--- src/rtl/clk_divider_prog.sv ---
// clk_divider_prog: programmable clock-enable divider with tick and glitch-free config apply
module clk_divider_prog #(
   parameter int               CNT_W      = 32,
   parameter logic [CNT_W-1:0] DEF_PERIOD = CNT_W'(100000000),
   parameter logic [CNT_W-1:0] DEF_HIGH   = CNT_W'(50000000)
) (
   input  logic             clk,
   input  logic             rst_n,
   input  logic             en,
   input  logic             cfg_valid,
   input  logic [CNT_W-1:0] cfg_period,
   input  logic [CNT_W-1:0] cfg_high,
   output logic             cfg_ready,
   output logic             cfg_err,
   output logic             pending,
   output logic             clk_div,
   output logic             tick
);
   typedef enum logic {IDLE, RUN} state_t;
   state_t state_q, state_d;
   logic [CNT_W-1:0] cnt_q, cnt_d;
   logic [CNT_W-1:0] period_q, period_d, high_q, high_d;
   logic [CNT_W-1:0] sh_period_q, sh_period_d, sh_high_q, sh_high_d;
   logic pending_q, pending_d, cfg_err_q, cfg_err_d;
   logic clk_div_q, clk_div_d, tick_q, tick_d;
   logic accept, cfg_ok, wrap, apply;
   // state register
   always_ff @(posedge clk) begin
      if (!rst_n) state_q <= IDLE;
      else        state_q <= state_d;
   end
   // next state: run exactly while en is sampled high
   always_comb begin
      state_d = en ? RUN : IDLE;
   end
   // next counter, settings, handshake and registered outputs
   always_comb begin
      accept      = cfg_valid & ~pending_q;
      cfg_ok      = (cfg_high != '0) & (cfg_high < cfg_period);
      wrap        = (state_q == RUN) & (cnt_q == period_q - CNT_W'(1));
      apply       = pending_q & (wrap | (state_q == IDLE) | ~en);
      cnt_d       = (state_q == RUN && en && !wrap) ? cnt_q + CNT_W'(1) : '0;
      period_d    = apply ? sh_period_q : period_q;
      high_d      = apply ? sh_high_q : high_q;
      sh_period_d = (accept & cfg_ok) ? cfg_period : sh_period_q;
      sh_high_d   = (accept & cfg_ok) ? cfg_high : sh_high_q;
      pending_d   = (accept & cfg_ok) | (pending_q & ~apply);
      cfg_err_d   = accept & ~cfg_ok;
      clk_div_d   = en & (cnt_d < high_d);
      tick_d      = en & (cnt_d == '0);
   end
   // datapath registers; reset drops any shadow config
   always_ff @(posedge clk) begin
      if (!rst_n) begin
         cnt_q       <= '0;
         period_q    <= DEF_PERIOD;
         high_q      <= DEF_HIGH;
         sh_period_q <= DEF_PERIOD;
         sh_high_q   <= DEF_HIGH;
         pending_q   <= 1'b0;
         cfg_err_q   <= 1'b0;
         clk_div_q   <= 1'b0;
         tick_q      <= 1'b0;
      end else begin
         cnt_q       <= cnt_d;
         period_q    <= period_d;
         high_q      <= high_d;
         sh_period_q <= sh_period_d;
         sh_high_q   <= sh_high_d;
         pending_q   <= pending_d;
         cfg_err_q   <= cfg_err_d;
         clk_div_q   <= clk_div_d;
         tick_q      <= tick_d;
      end
   end
   assign cfg_ready = ~pending_q;
   assign pending   = pending_q;
   assign cfg_err   = cfg_err_q;
   assign clk_div   = clk_div_q;
   assign tick      = tick_q;
endmodule

--- config.mk ---
export PLATFORM = sky130hd
export DESIGN_NAME = clk_divider_prog
export DESIGN_NICKNAME = d
export VERILOG_FILES = /design/src/rtl/clk_divider_prog.sv
export SDC_FILE = /design/constraint.sdc
export NUM_CORES = 1
export LEC_CHECK = 0
export BUFFER_PORTS_ARGS = -buffer_cell sky130_fd_sc_hd__buf_2
export CAP_MARGIN = 20
export CORE_MARGIN = 2
export CORE_UTILIZATION = 45
export CTS_BUF_LIST = sky130_fd_sc_hd__clkbuf_4
export CTS_CLUSTER_DIAMETER = 30
export DETAILED_ROUTE_END_ITERATION = 12
export GPL_ROUTABILITY_DRIVEN = 0
export GPL_TIMING_DRIVEN = 1
export SYNTH_ARGS = -nofsm -noshare
export SYNTH_HDL_FRONTEND = slang
export SYNTH_SLANG_ARGS = --single-unit
--- constraint.sdc ---
create_clock -name clk -period 6.5 [get_ports clk]
set_input_delay 0.325 -clock clk [delete_from_list [all_inputs] [get_ports clk]]
set_output_delay 0.325 -clock clk [all_outputs]
set_load 0.02 [all_outputs]
# After elaboration in Yosys (flattened, before gate mapping)
# Cells that the tools add are included.
# op_classes
reduce_logical,5
n_mux,3
bitwise_logic,17
addsub,2
eq_ne,1
n_lt_le_gt_ge,2
# ops
operator,n
< comparator 32 bit,2
2-to-1 mux 32 bit,2
adder 32 x 1 -> 32 bit (second input constant),1
equality test 32 bit,1
logical NOT 32 bit,1
nonzero test 32 bit,1
subtractor 32 x 1 -> 32 bit (second input constant),1
AND 1 bit,9
inverter 1 bit,5
bitwise OR 1 bit,3
logical AND 1 bit,2
logical NOT 1 bit,1
2-to-1 mux 1 bit,1
# word_totals
output_inout_bits,5
word_cells,40
regBits,165
inputBits,68

# Longest topological paths before layout
# Gate-level depths: netlist of the first run.
# logic_depth
ltp_word,9
mapped_depth,21
depth_no_buf,19

# Least setup slack after synthesis of the first run
# No wires, ideal clock.
# synth_timing
path_kind,register to register
startpoint,register period_q[0]
endpoint,"register clk_div_q, in the netlist clk_div"
slack_ps,1829
n_path_buf,2
synth_period_minus_slack_ps,4671
arrival_time_ps,4540
path_stages_with_launch,22
setup_ps,131
t_required_ps,6369
path_cell_list,dfxtp_1 inv_1 ha_1 nor4b_1 nand2_1 nor4_1 o22ai_1 or4_4 nor3_1 a21o_1 buf_2 buf_1 nor2_1 ha_1 a21o_1 a21o_1 a21oi_1 or4_1 o311ai_0 a31oi_1 nor4_1 a31oi_1
# synth_via
word_cells_on_any_way,12
cone_classes,add/sub: 1; order compare: 1; eq/ne: 1; mux: 2; bitwise: 5; reduce/logical: 2
# synth_rtl
element,line,rtl
"start, declared",22,"logic [CNT_W-1:0] period_q, period_d, high_q, high_d;"
"start signal, assigned",66,period_q <= period_d;
subtractor 32 x 1 -> 32 bit,40,wrap = (state_q == RUN) & (cnt_q == period_q - CNT_W'(1));
equality test 32 bit,40,
AND 1 bit,40,
logical NOT 1 bit,42,cnt_d = (state_q == RUN && en && !wrap) ? cnt_q + CNT_W'(1) : '0;
logical AND 1 bit,42,
2-to-1 mux 32 bit,42,
net cnt_d[5],21,"logic [CNT_W-1:0] cnt_q, cnt_d;"
< comparator 32 bit,49,clk_div_d = en & (cnt_d < high_d);
AND 1 bit,49,
"end signal, assigned",72,clk_div_q <= clk_div_d;
"end, declared",25,"logic clk_div_q, clk_div_d, tick_q, tick_d;"
# The timed path passes the listed nets, and every way through them passes these cells.
# A chain may end at the register's enable or synchronous reset.

# Worst setup path in the final report of the first run
# layout_timing
startpoint,register period_q[0]
endpoint,"register clk_div_q, in the netlist clk_div"
# layout_via
elab_chain_cells,9
word_cells_on_any_way,12
cone_classes,add/sub: 1; order compare: 1; eq/ne: 1; mux: 2; bitwise: 5; reduce/logical: 2
# layout_lines
element,line,rtl
subtractor 32 x 1 -> 32 bit *,40,
equality test 32 bit *,40,
AND 1 bit *,40,
bitwise OR 1 bit (2 in a row),41,apply = pending_q & (wrap | (state_q == IDLE) | ~en);
AND 1 bit,41,
2-to-1 mux 32 bit,44,high_d = apply ? sh_high_q : high_q;
< comparator 32 bit *,49,
AND 1 bit *,49,
# Every way passes the cells marked *; elsewhere a longest branch is shown, timed or not.

==> metrics.md, run 1 <==
| Metric | Value |
|---|---|
| Final ANT Viol Nets | 0 |
| GRT Total Usage | 24.4% |
| Initial DRC count | 570 |
| Syn_nets | 1166 |
| Data arrival time of the worst path | 5.93 ns |
| Grt ovf | 0 |
| Routed vias/inst | 5.49 |
| # clock sinks | 165 |
| WL final | 25.5 mm |
| Nets | 1254 |
| Crit path max fanout | 26 |
| Worst Max-Slew Pin Slew | 1.20 ns |
| Final-report max-slew violation count | 0 |
| I/O Buffers | 72 |
| Synth top area cells | dfxtp_1 (36%), mux2i_1 (12%), ha_1 (8.8%) |
| Clock Latency Late Sink | 0.59 ns |
| WHS | 0.0364 ns |
| Seq/Total Area, Yosys | 36.2% |
| Critical Path Sink Type | register |
| Clk root buf | clkbuf_4 |
| Max Cap Viol | 0 |
| Most used DFF post-synth | dfxtp_1 |
| Setup bufs post-CTS | 0 |
| Avg Inst Size Synth | 8.83 µm² |
| Max VDD drop | 0.000101 V |
| Fraction of registers with async set/reset | 0% |
| Number of global-route vias before repair | 7374 |
| CTS tree | yes |
| Final min period | 5.41 ns |
| Layout cell share with drive strength beyond 1 | 11.6% |
| Number of enable flip-flop cells after synthesis | 0 |
| Largest net degree at the start of global routing | 84 |
| Cell taking the most area after synthesis | dfxtp_1 |
| Final setup fails | 0 |
| Clock Skews | 0.0259 ns |
| Syn Inst Count | 1034 |
| HP Class | primary input to register |
| Status | finished clean |
| Tcrit/Tclk final | 83.2% |
| DP Wirelength | 19.3 mm |
| Full die area | 21400 µm² |
| Initial Util | 45.6% |
| Fmax | 0.185 GHz |
| DRC viols | 0 |
| CTS Buf Count | 17 |
| Pwr per Cell Area | 191 nW/µm² |
| Post-Syn Area | 9130 µm² |
| Final setup margin | 1.09 ns |
| Die Y | 146 µm |
| Initial antenna violation count | 1 |
| Leakage | 4.89 nW |
| Crit path required time | 7.02 ns |
| Area Overhead vs Synth | 13.9% |
| Final Util | 51.9% |
| Unrepaired setup endpoints after global routing | false |
| Num rows | 52 |
| Type of origin of the critical path | register |
| First drt pass iteration count | 5 |
| Die Wd | 146 µm |
| Syn. warnings | 0 |
| Clock buffer depth | 2 |
| Fillers | 1929 |
| Number of synthesized register bits | 165 |
| Yosys top cell area share | 36.2% |
| R2R Setup Slk | 1.09 ns |
| Hold Fails Final Rpt | 0 |
| WL per Instance | 18.1 µm |
| Clock-pin slew on the worst setup and hold paths | 0.15 ns |
| I/O pin cnt | 73 |
| Final setup TNS | 0 ns |
| WS Path Type | register to register |
| Dpl ws | 1.14 ns |
| Routed vias | 7724 |
| Relative slew slack | 19.6% |
| First-pass GRT wire length | 40.8 mm |
| Core box area | 20000 µm² |
| Count of different cell masters after synthesis | 61 |
| Htree depth | 4 |
==> power by group <==
part / internal, mW / switching [mW]
Sequential: 1.05 / 0.0346
Combinational: 0.128 / 0.147
Clock: 0.213 / 0.418
Total: 1.39 / 0.599
==> what timing repair did <==
item / 4_1_cts / 5_1_grt
gates resized for setup: 0 / 0
hold buffers: 46 / 0
endpoints found under the hold margin: 46 / 0
==> cells by family (layout without fill, tap and decap cells) <==
| family | Yosys count | after routing | synth area share, % |
|---|---|---|---|
| compound gates | 111 | 111 | 8.53 |
| xor+xnor | 77 | 77 | 7.39 |
| fa+ha+maj | 64 | 64 | 8.77 |
| buf+inv | 103 | 204 | 4.77 |
| flops | 165 | 165 | 36.2 |
| mux | 118 | 118 | 13.2 |
| other cells | 0 | 2 | 0 |
| simple gates | 396 | 396 | 21.2 |
==> metal layers <==
layer / global-route usage, % / wire (µm)
met5: 0 / 0
met4: 10.6 / 889
met3: 3.84 / 1110
met2: 37.6 / 11300
met1: 33.8 / 12200
==> stage by stage <==
stage | area, µm² | instances | total power [mW]
2_1_floorplan | 9130 | 1034 | 1.27
3_3_place_gp | 9640 | 1327 | 1.36
3_5_place_dp | 9640 | 1327 | 1.36
4_1_cts | 10400 | 1405 | 2.01
5_1_grt | 10400 | 1407 | 2.08
6_report | 10400 | 1407 | 1.99
==> critical path, cell delays in order (launching register included) <==
cell       delay (ns)
dfxtp_1          0.38
nor4_1           0.41
buf_4            0.25
and3_1           0.33
a21oi_1          0.10
or4_1            0.52
or4_4            0.56
nor4_2           0.44
nor2_4           0.23
buf_4            0.35
mux2i_1          0.25
ha_1             0.28
a21o_1           0.18
a21o_1           0.17
a2111oi_0        0.45
o221ai_1         0.26
a31oi_1          0.18
==> final timing paths <==
path | startpoint | end | depth (start not counted)
max | period_q[0] | clk_div | 16
min | cfg_period[4] | sh_period_q[4] | 3
max reg2reg | period_q[0] | clk_div | 16
min reg2reg | high_q[0] | high_q[0] | 2
==> area by class of cell <==
| class | count | area, µm² | share of cell area [%] |
|---|---|---|---|
| multi-input combinational | 766 | 5400 | 51.9 |
| sequential | 165 | 3300 | 31.8 |
| timing repair buffer | 128 | 896 | 8.62 |
| tap | 270 | 338 | 3.25 |
| inverter | 44 | 165 | 1.59 |
| clock inverter | 14 | 158 | 1.52 |
| clock buffer | 18 | 135 | 1.30 |
| antenna | 2 | 5.00 | 0.0481 |
==> cell usage in the layout (no fill, tap or decap), types with 4 or more instances in the layout <==
master,n
a2111oi_0,4
a21o_1,21
a21oi_1,20
a31oi_1,5
and3_1,24
and4_1,8
buf_2,72
buf_4,10
clkbuf_4,18
dfxtp_1,165
dlygate4sd3_1,46
ha_1,64
inv_1,43
inv_6,5
mux2i_1,111
mux2i_2,5
nand2_1,70
nand2b_1,4
nand3_1,23
nand4_1,31
nor2_1,164
nor2b_1,5
nor3_1,22
nor4_1,20
nor4b_1,4
o211ai_1,19
o21a_1,6
o21ai_0,10
o31ai_1,5
xnor2_1,41
xor2_1,36
==> state kept, by name, indices dropped and copies added, names as in the netlist <==
| name | cells |
|---|---|
| pending | 1 |
| cfg_err | 1 |
| clk_div | 1 |
| sh_period_q | 32 |
| cnt_q | 32 |
| sh_high_q | 32 |
| period_q | 32 |
| state_q | 1 |
| tick | 1 |
| high_q | 32 |
==> synth_stat cells (20+ instances only) <==
cell      instances
a21o_1           21
a21oi_1          20
and3_1           24
clkbuf_1         38
dfxtp_1         165
ha_1             64
inv_1            44
mux2i_1         111
nand2_1          70
nand3_1          23
nand4_1          31
nor2_1          165
nor3_1           22
nor4_1           20
xnor2_1          41
xor2_1           36
Power figures use the tool's default switching activity.
==> inputs of run 2 (changes only) <==
==> constraint.sdc (replaced) <==
create_clock -name clk -period 5.65 [get_ports clk]
set_input_delay 0.2825 -clock clk [delete_from_list [all_inputs] [get_ports clk]]
set_output_delay 0.2825 -clock clk [all_outputs]
set_load 0.02 [all_outputs]
==> metrics.md, run 2 (synthesized netlist as in run 1, its figures left out) <==
| Metric | Value |
|---|---|
| Die Wd | 146 µm (unchanged) |
| Worst Max-Slew Pin Slew | 0.995 ns (-0.200 ns) |
| Final setup TNS | 0 ns (unchanged) |
| DP Wirelength | 19.3 mm (about the same) |
| Cells after DPL | 1335 (+0.60%) |
| Hold Fails Final Rpt | 0 (unchanged) |
| Clock Skews | 0.0214 ns (-0.00455 ns) |
| Max Cap Viol | 0 (unchanged) |
| Finished Layout Cells | 1427 (+1.4%) |
| I/O Buffers | 72 (unchanged) |
| Final setup fails | 0 (unchanged) |
| Core box area | 20000 µm² (unchanged) |
| Die Y | 146 µm (unchanged) |
| Unrepaired setup endpoints after global routing | false |
| First-pass GRT wire length | 40.3 mm (-1.1%) |
| Critical Path Sink Type | register |
| Fmax | 0.187 GHz (+1.4%) |
| Routed vias/inst | 5.40 (-1.7%) |
| GRT Total Usage | 24.2% (-0.20 points) |
| Nets | 1275 (+1.7%) |
| CTS tree | yes |
| Pwr per Cell Area | 220 nW/µm² (+15%) |
| Crit path required time | 6.15 ns (-0.87 ns) |
| Final ANT Viol Nets | 0 (unchanged) |
| Initial DRC count | 452 (-21%) |
| Full die area | 21400 µm² (unchanged) |
| Grt ovf | 0 (unchanged) |
| Htree depth | 4 (unchanged) |
| WL per Instance | 17.8 µm (-1.9%) |
| CTS Buf Count | 17 (unchanged) |
| Clock Latency Late Sink | 0.57 ns (-0.02 ns) |
| Max VDD drop | 0.000122 V (+22%) |
| Commonest cells after routing, fill and taps aside | dfxtp_1 (165), nor2_1 (164), mux2i_1 (111) |
| Leakage | 5.00 nW (+2.1%) |
| Clk root buf | clkbuf_4 |
| Most common cell after layout, fill and taps aside | dfxtp_1 |
| Num rows | 52 (unchanged) |
| Area Overhead vs Synth | 16.3% |
| Type of origin of the critical path | register |
| Wire length on met2 | 11.2 mm (-0.20%) |
| Initial antenna violation count | 1 (unchanged) |
| Setup bufs post-CTS | 0 (unchanged) |
| Met3 WL | 1.21 mm (+8.7%) |
| HP Class | primary input to register |
| Clock-pin slew on the worst setup and hold paths | 0.16 ns (about the same) |
| Relative slew slack | 33.1% (+13 points) |
| Largest net degree at the start of global routing | 84 (unchanged) |
| Initial Util | 45.6% (unchanged) |
| Final-report max-slew violation count | 0 (unchanged) |
| # clock sinks | 165 (unchanged) |
| Clock buffer depth | 2 (unchanged) |
| Crit path max fanout | 19 (-27%) |
| WL final | 25.4 mm (-0.49%) |
| WS Path Type | register to register |
| First drt pass iteration count | 5 (unchanged) |
| DRC viols | 0 (unchanged) |
| I/O pin cnt | 73 (unchanged) |
| Data arrival time of the worst path | 5.84 ns (-0.09 ns) |
| WHS | 0.0405 ns (+0.00403 ns) |
| Number of global-route vias before repair | 7229 (-2.0%) |
| Post-Route M1 WL | 12.0 mm (-1.8%) |
| Final min period | 5.34 ns (-0.0746 ns) |
| Routed vias | 7699 (-0.32%) |
| Status | finished clean |
| Tcrit/Tclk final | 94.4% (+11 points) |
| Top Layer Used | met4 |
| Layout cell share with drive strength beyond 1 | 12.2% (+0.57 points) |
==> run 2: where the power goes <==
part           internal (mW)  leakage [nW]  switching [mW]
Clock                  0.284         0.165           0.477
Sequential              1.21          1.34          0.0372
Combinational          0.155          3.49           0.172
Total                   1.65          5.00           0.686
==> run 2: repair_timing <==
item,in CTS,in global routing
endpoints found under the hold margin,59,0
hold buffers,59,0
gates resized for setup,0,2
setup endpoints to repair,0,1
==> run 2: final timing paths <==
check / cells past startpoint / end / start / slack [ns]
setup / recovery: 16 / clk_div / period_q[0] / 0.31
hold / removal: 3 / sh_high_q[3] / cfg_high[3] / 0.04
setup reg to reg: 16 / clk_div / period_q[0] / 0.31
hold reg to reg: 2 / high_q[0] / high_q[0] / 0.47
==> run 2: final cells by class <==
cell class | count | area, µm²
antenna | 1 | 2.50
clock buffer | 17 | 128
clock inverter | 15 | 190
fill | 1931 | 9420
inverter | 44 | 165
multi-input combinational | 766 | 5410
sequential | 165 | 3300
tap | 270 | 338
timing repair buffer | 149 | 1090
==> run 2: through the flow <==
step / power [mW] / cell area [µm²] / utilization, % / setup slack (ns)
floorplan: 1.46 / 9130 / - / 0.979
global placement: 1.56 / 9700 / 48.4 / 0.324
detailed placement: 1.57 / 9700 / 48.4 / 0.176
CTS: 2.35 / 10600 / 52.9 / 0.0943
global route: 2.44 / 10600 / 53.0 / 0.0407
finish: 2.33 / 10600 / 53.0 / 0.314
==> run 2: routing by layer <==
layer  track usage (%)  up-vias
met4              9.90        0
met2              37.4      236
met5                 0        -
met1              33.4     3556
li1                  -     3858
met3              4.38       49
==> run 2: critical path: stages (launching register included) <==
cell,delay [ns]
dfxtp_1,0.39
nor4_2,0.42
and3_1,0.39
a21oi_1,0.09
or4_1,0.53
or4_4,0.55
nor4_2,0.43
nor2_4,0.22
buf_4,0.30
buf_4,0.22
mux2i_1,0.21
ha_1,0.28
a21oi_1,0.15
nor3_1,0.06
a2111oi_1,0.56
o221ai_1,0.24
a31oi_1,0.19
==> inputs of run 3 (changes only) <==
--- a/config.mk
+++ b/config.mk
@@ -8,9 +8,8 @@
 export BUFFER_PORTS_ARGS = -buffer_cell sky130_fd_sc_hd__buf_2
 export CAP_MARGIN = 20
 export CORE_MARGIN = 2
-export CORE_UTILIZATION = 45
+export CORE_UTILIZATION = 30
 export CTS_BUF_LIST = sky130_fd_sc_hd__clkbuf_4
-export CTS_CLUSTER_DIAMETER = 30
 export DETAILED_ROUTE_END_ITERATION = 12
 export GPL_ROUTABILITY_DRIVEN = 0
 export GPL_TIMING_DRIVEN = 1
==> metrics.md, run 3 (synthesized netlist as in run 1, its figures left out) <==
| Metric | Value |
|---|---|
| WS Path Type | register to register |
| Final setup fails | 0 (unchanged) |
| # clock sinks | 165 (unchanged) |
| CTS tree | yes |
| Clock buffer depth | 2 (unchanged) |
| Max VDD drop | 0.000141 V (+15%) |
| Leakage | 4.94 nW (-1.2%) |
| HP Class | primary input to register |
| Clk root buf | clkbuf_4 |
| Final Util | 35.7% (-17 points) |
| Clock Latency Late Sink | 0.55 ns (-0.02 ns) |
| Die Y | 178 µm (+22%) |
| First-pass GRT wire length | 40.2 mm (-0.39%) |
| Final setup TNS | 0 ns (unchanged) |
| Grt ovf | 0 (unchanged) |
| DRC viols | 0 (unchanged) |
| R2R Setup Slk | 0.40 ns (+0.09 ns) |
| Data arrival time of the worst path | 5.73 ns (-0.11 ns) |
| Unrepaired setup endpoints after global routing | false |
| Setup bufs post-CTS | 0 (unchanged) |
| Tcrit/Tclk final | 92.9% (-1.5 points) |
| I/O Buffers | 72 (unchanged) |
| Clock Skews | 0.0148 ns (-0.00662 ns) |
| Area Overhead vs Synth | 16.5% |
| Initial DRC count | 567 (+25%) |
| Status | finished clean |
| Final ANT Viol Nets | 0 (unchanged) |
| Sequential power share | 56.6% (+3.2 points) |
| Multi-input combinational cell area | 5400 µm² (-0.14%) |
| Commonest cells after routing, fill and taps aside | dfxtp_1 (165), nor2_1 (164), mux2i_1 (111) |
| Fmax | 0.191 GHz (+1.6%) |
| Psw | 619 µW (-9.8%) |
| Crit path required time | 6.13 ns (-0.02 ns) |
| GRT Total Usage | 16.5% (-7.6 points) |
| Num rows | 63 (+21%) |
| Switching Fraction | 28.2% (-1.2 points) |
| Clock-pin slew on the worst setup and hold paths | 0.13 ns (-0.03 ns) |
| Logic pwr share | 14.8% (+0.8 points) |
| Nets | 1270 (-0.39%) |
| Largest net degree at the start of global routing | 78 (-7.1%) |
| Total area of sequential cells | 3300 µm² (unchanged) |
| Routed vias/inst | 5.02 (-6.9%) |
| Max Cap Viol | 0 (unchanged) |
| Initial antenna violation count | 1 (unchanged) |
| Initial Util | 30.6% (-15 points) |
| DP Wirelength | 19.8 mm (+2.8%) |
| Htree depth | 4 (unchanged) |
| Crit path max fanout | 24 (+5) |
| Relative slew slack | 48.9% (+16 points) |
| Core box area | 29800 µm² (+49%) |
| Full die area | 31800 µm² (+48%) |
| Final-report max-slew violation count | 0 (unchanged) |
| Fillers | 3090 (+60%) |
| Hold Fails Final Rpt | 0 (unchanged) |
| Cell-internal power | 1.58 mW (-4.1%) |
| CTS Buf Count | 17 (unchanged) |
| Final min period | 5.25 ns (-0.0863 ns) |
| Critical Path Sink Type | register |
| Pwr Total | 2.20 mW (-5.8%) |
| Layout cell share with drive strength beyond 1 | 11.7% (-0.51 points) |
| Post-CTS Resized | 0 (unchanged) |
| Most common cell after layout, fill and taps aside | dfxtp_1 |
| First drt pass iteration count | 7 (+2) |
| Pwr per Cell Area | 207 nW/µm² (-6.0%) |
| Die Wd | 178 µm (+22%) |
| Worst Max-Slew Pin Slew | 0.760 ns (-0.234 ns) |
| WL final | 25.8 mm (+1.9%) |
| Type of origin of the critical path | register |
| Number of global-route vias before repair | 7185 (-0.61%) |
| Finished Cell Area | 10600 µm² (+0.18%) |
| Area of placed instances | 9850 µm² (+1.6%) |
| Clock power share | 28.5% (-4.1 points) |
| Routed vias | 7730 (+0.40%) |
| I/O pin cnt | 73 (unchanged) |
| WL per Instance | 16.8 µm (-5.5%) |
-- run 3: cell types whose count changed in the layout (fill, tap and decap cells not counted), sizes merged --
cell         before  now
buf              90   89
bufinv            2    1
clkbuf           17   19
clkinv            4    3
clkinvlp          2    3
diode             1    2
dlygate4sd3      59   55
inv              51   46
-- run 3: final timing paths --
check                                        to  cells after the start      startpoint
worst max-delay path                    clk_div                     15     period_q[0]
worst min register to register        high_q[0]                      2       high_q[0]
worst max register to register          clk_div                     15     period_q[0]
worst min-delay path            sh_period_q[14]                      3  cfg_period[14]
-- run 3: layout make-up --
type                    instances  share of cell area (%)
multi-input cells             766                    50.7
flip-flops and latches        165                    31.1
repair buffers                144                    9.88
well taps                     390                    4.59
inverters                      44                    1.55
clock buffers                  19                    1.34
clock inverters                 9                   0.788
diodes                          2                  0.0471
-- run 3: per-layer routing --
metal	GRT usage (%)	vias up	share of wire, %
met5	0	-	0
met4	6.44	0	2.8
met3	2.20	37	4.1
met2	25.4	217	43
met1	23.4	3625	50
li1	-	3851	-
-- run 3: power groups by stage --
stage          registers, mW  logic [mW]  clock network [mW]
6_report                1.25       0.326               0.627
5_1_grt                 1.25       0.359               0.690
4_1_cts                 1.25       0.325               0.644
3_5_place_dp            1.27       0.296                   0
3_3_place_gp            1.27       0.290                   0
2_1_floorplan           1.26       0.207                   0
-- run 3: what timing repair did --
item | CTS | global route
hold buffers | 53 | 2
endpoints found under the setup margin | 0 | 0
hold endpoints to repair | 53 | 2
-- run 3: critical path, stage by stage, from the launching register on --
cell       delay (ns)
dfxtp_1          0.38
nor4_1           0.43
and3_1           0.39
a21oi_1          0.10
or4_1            0.52
or4_4            0.57
nor4_2           0.42
nor2_4           0.19
buf_4            0.33
mux2i_1          0.25
ha_1             0.28
a21o_1           0.18
a21o_1           0.16
a2111oi_0        0.48
o221ai_1         0.29
a31oi_1          0.20
-- run 3: metrics by stage --
| step | std cells | setup WS, ns | hold WS (ns) |
|---|---|---|---|
| 2_1_floorplan | 1034 | 0.979 | 0.408 |
| 4_1_cts | 1535 | 0.440 | 0.00651 |
| 3_5_place_dp | 1454 | 0.499 | 0.455 |
| 5_1_grt | 1539 | 0.0916 | 0.0180 |
| 6_report | 1539 | 0.401 | 0.0450 |
| 3_3_place_gp | 1454 | 0.499 | 0.452 |
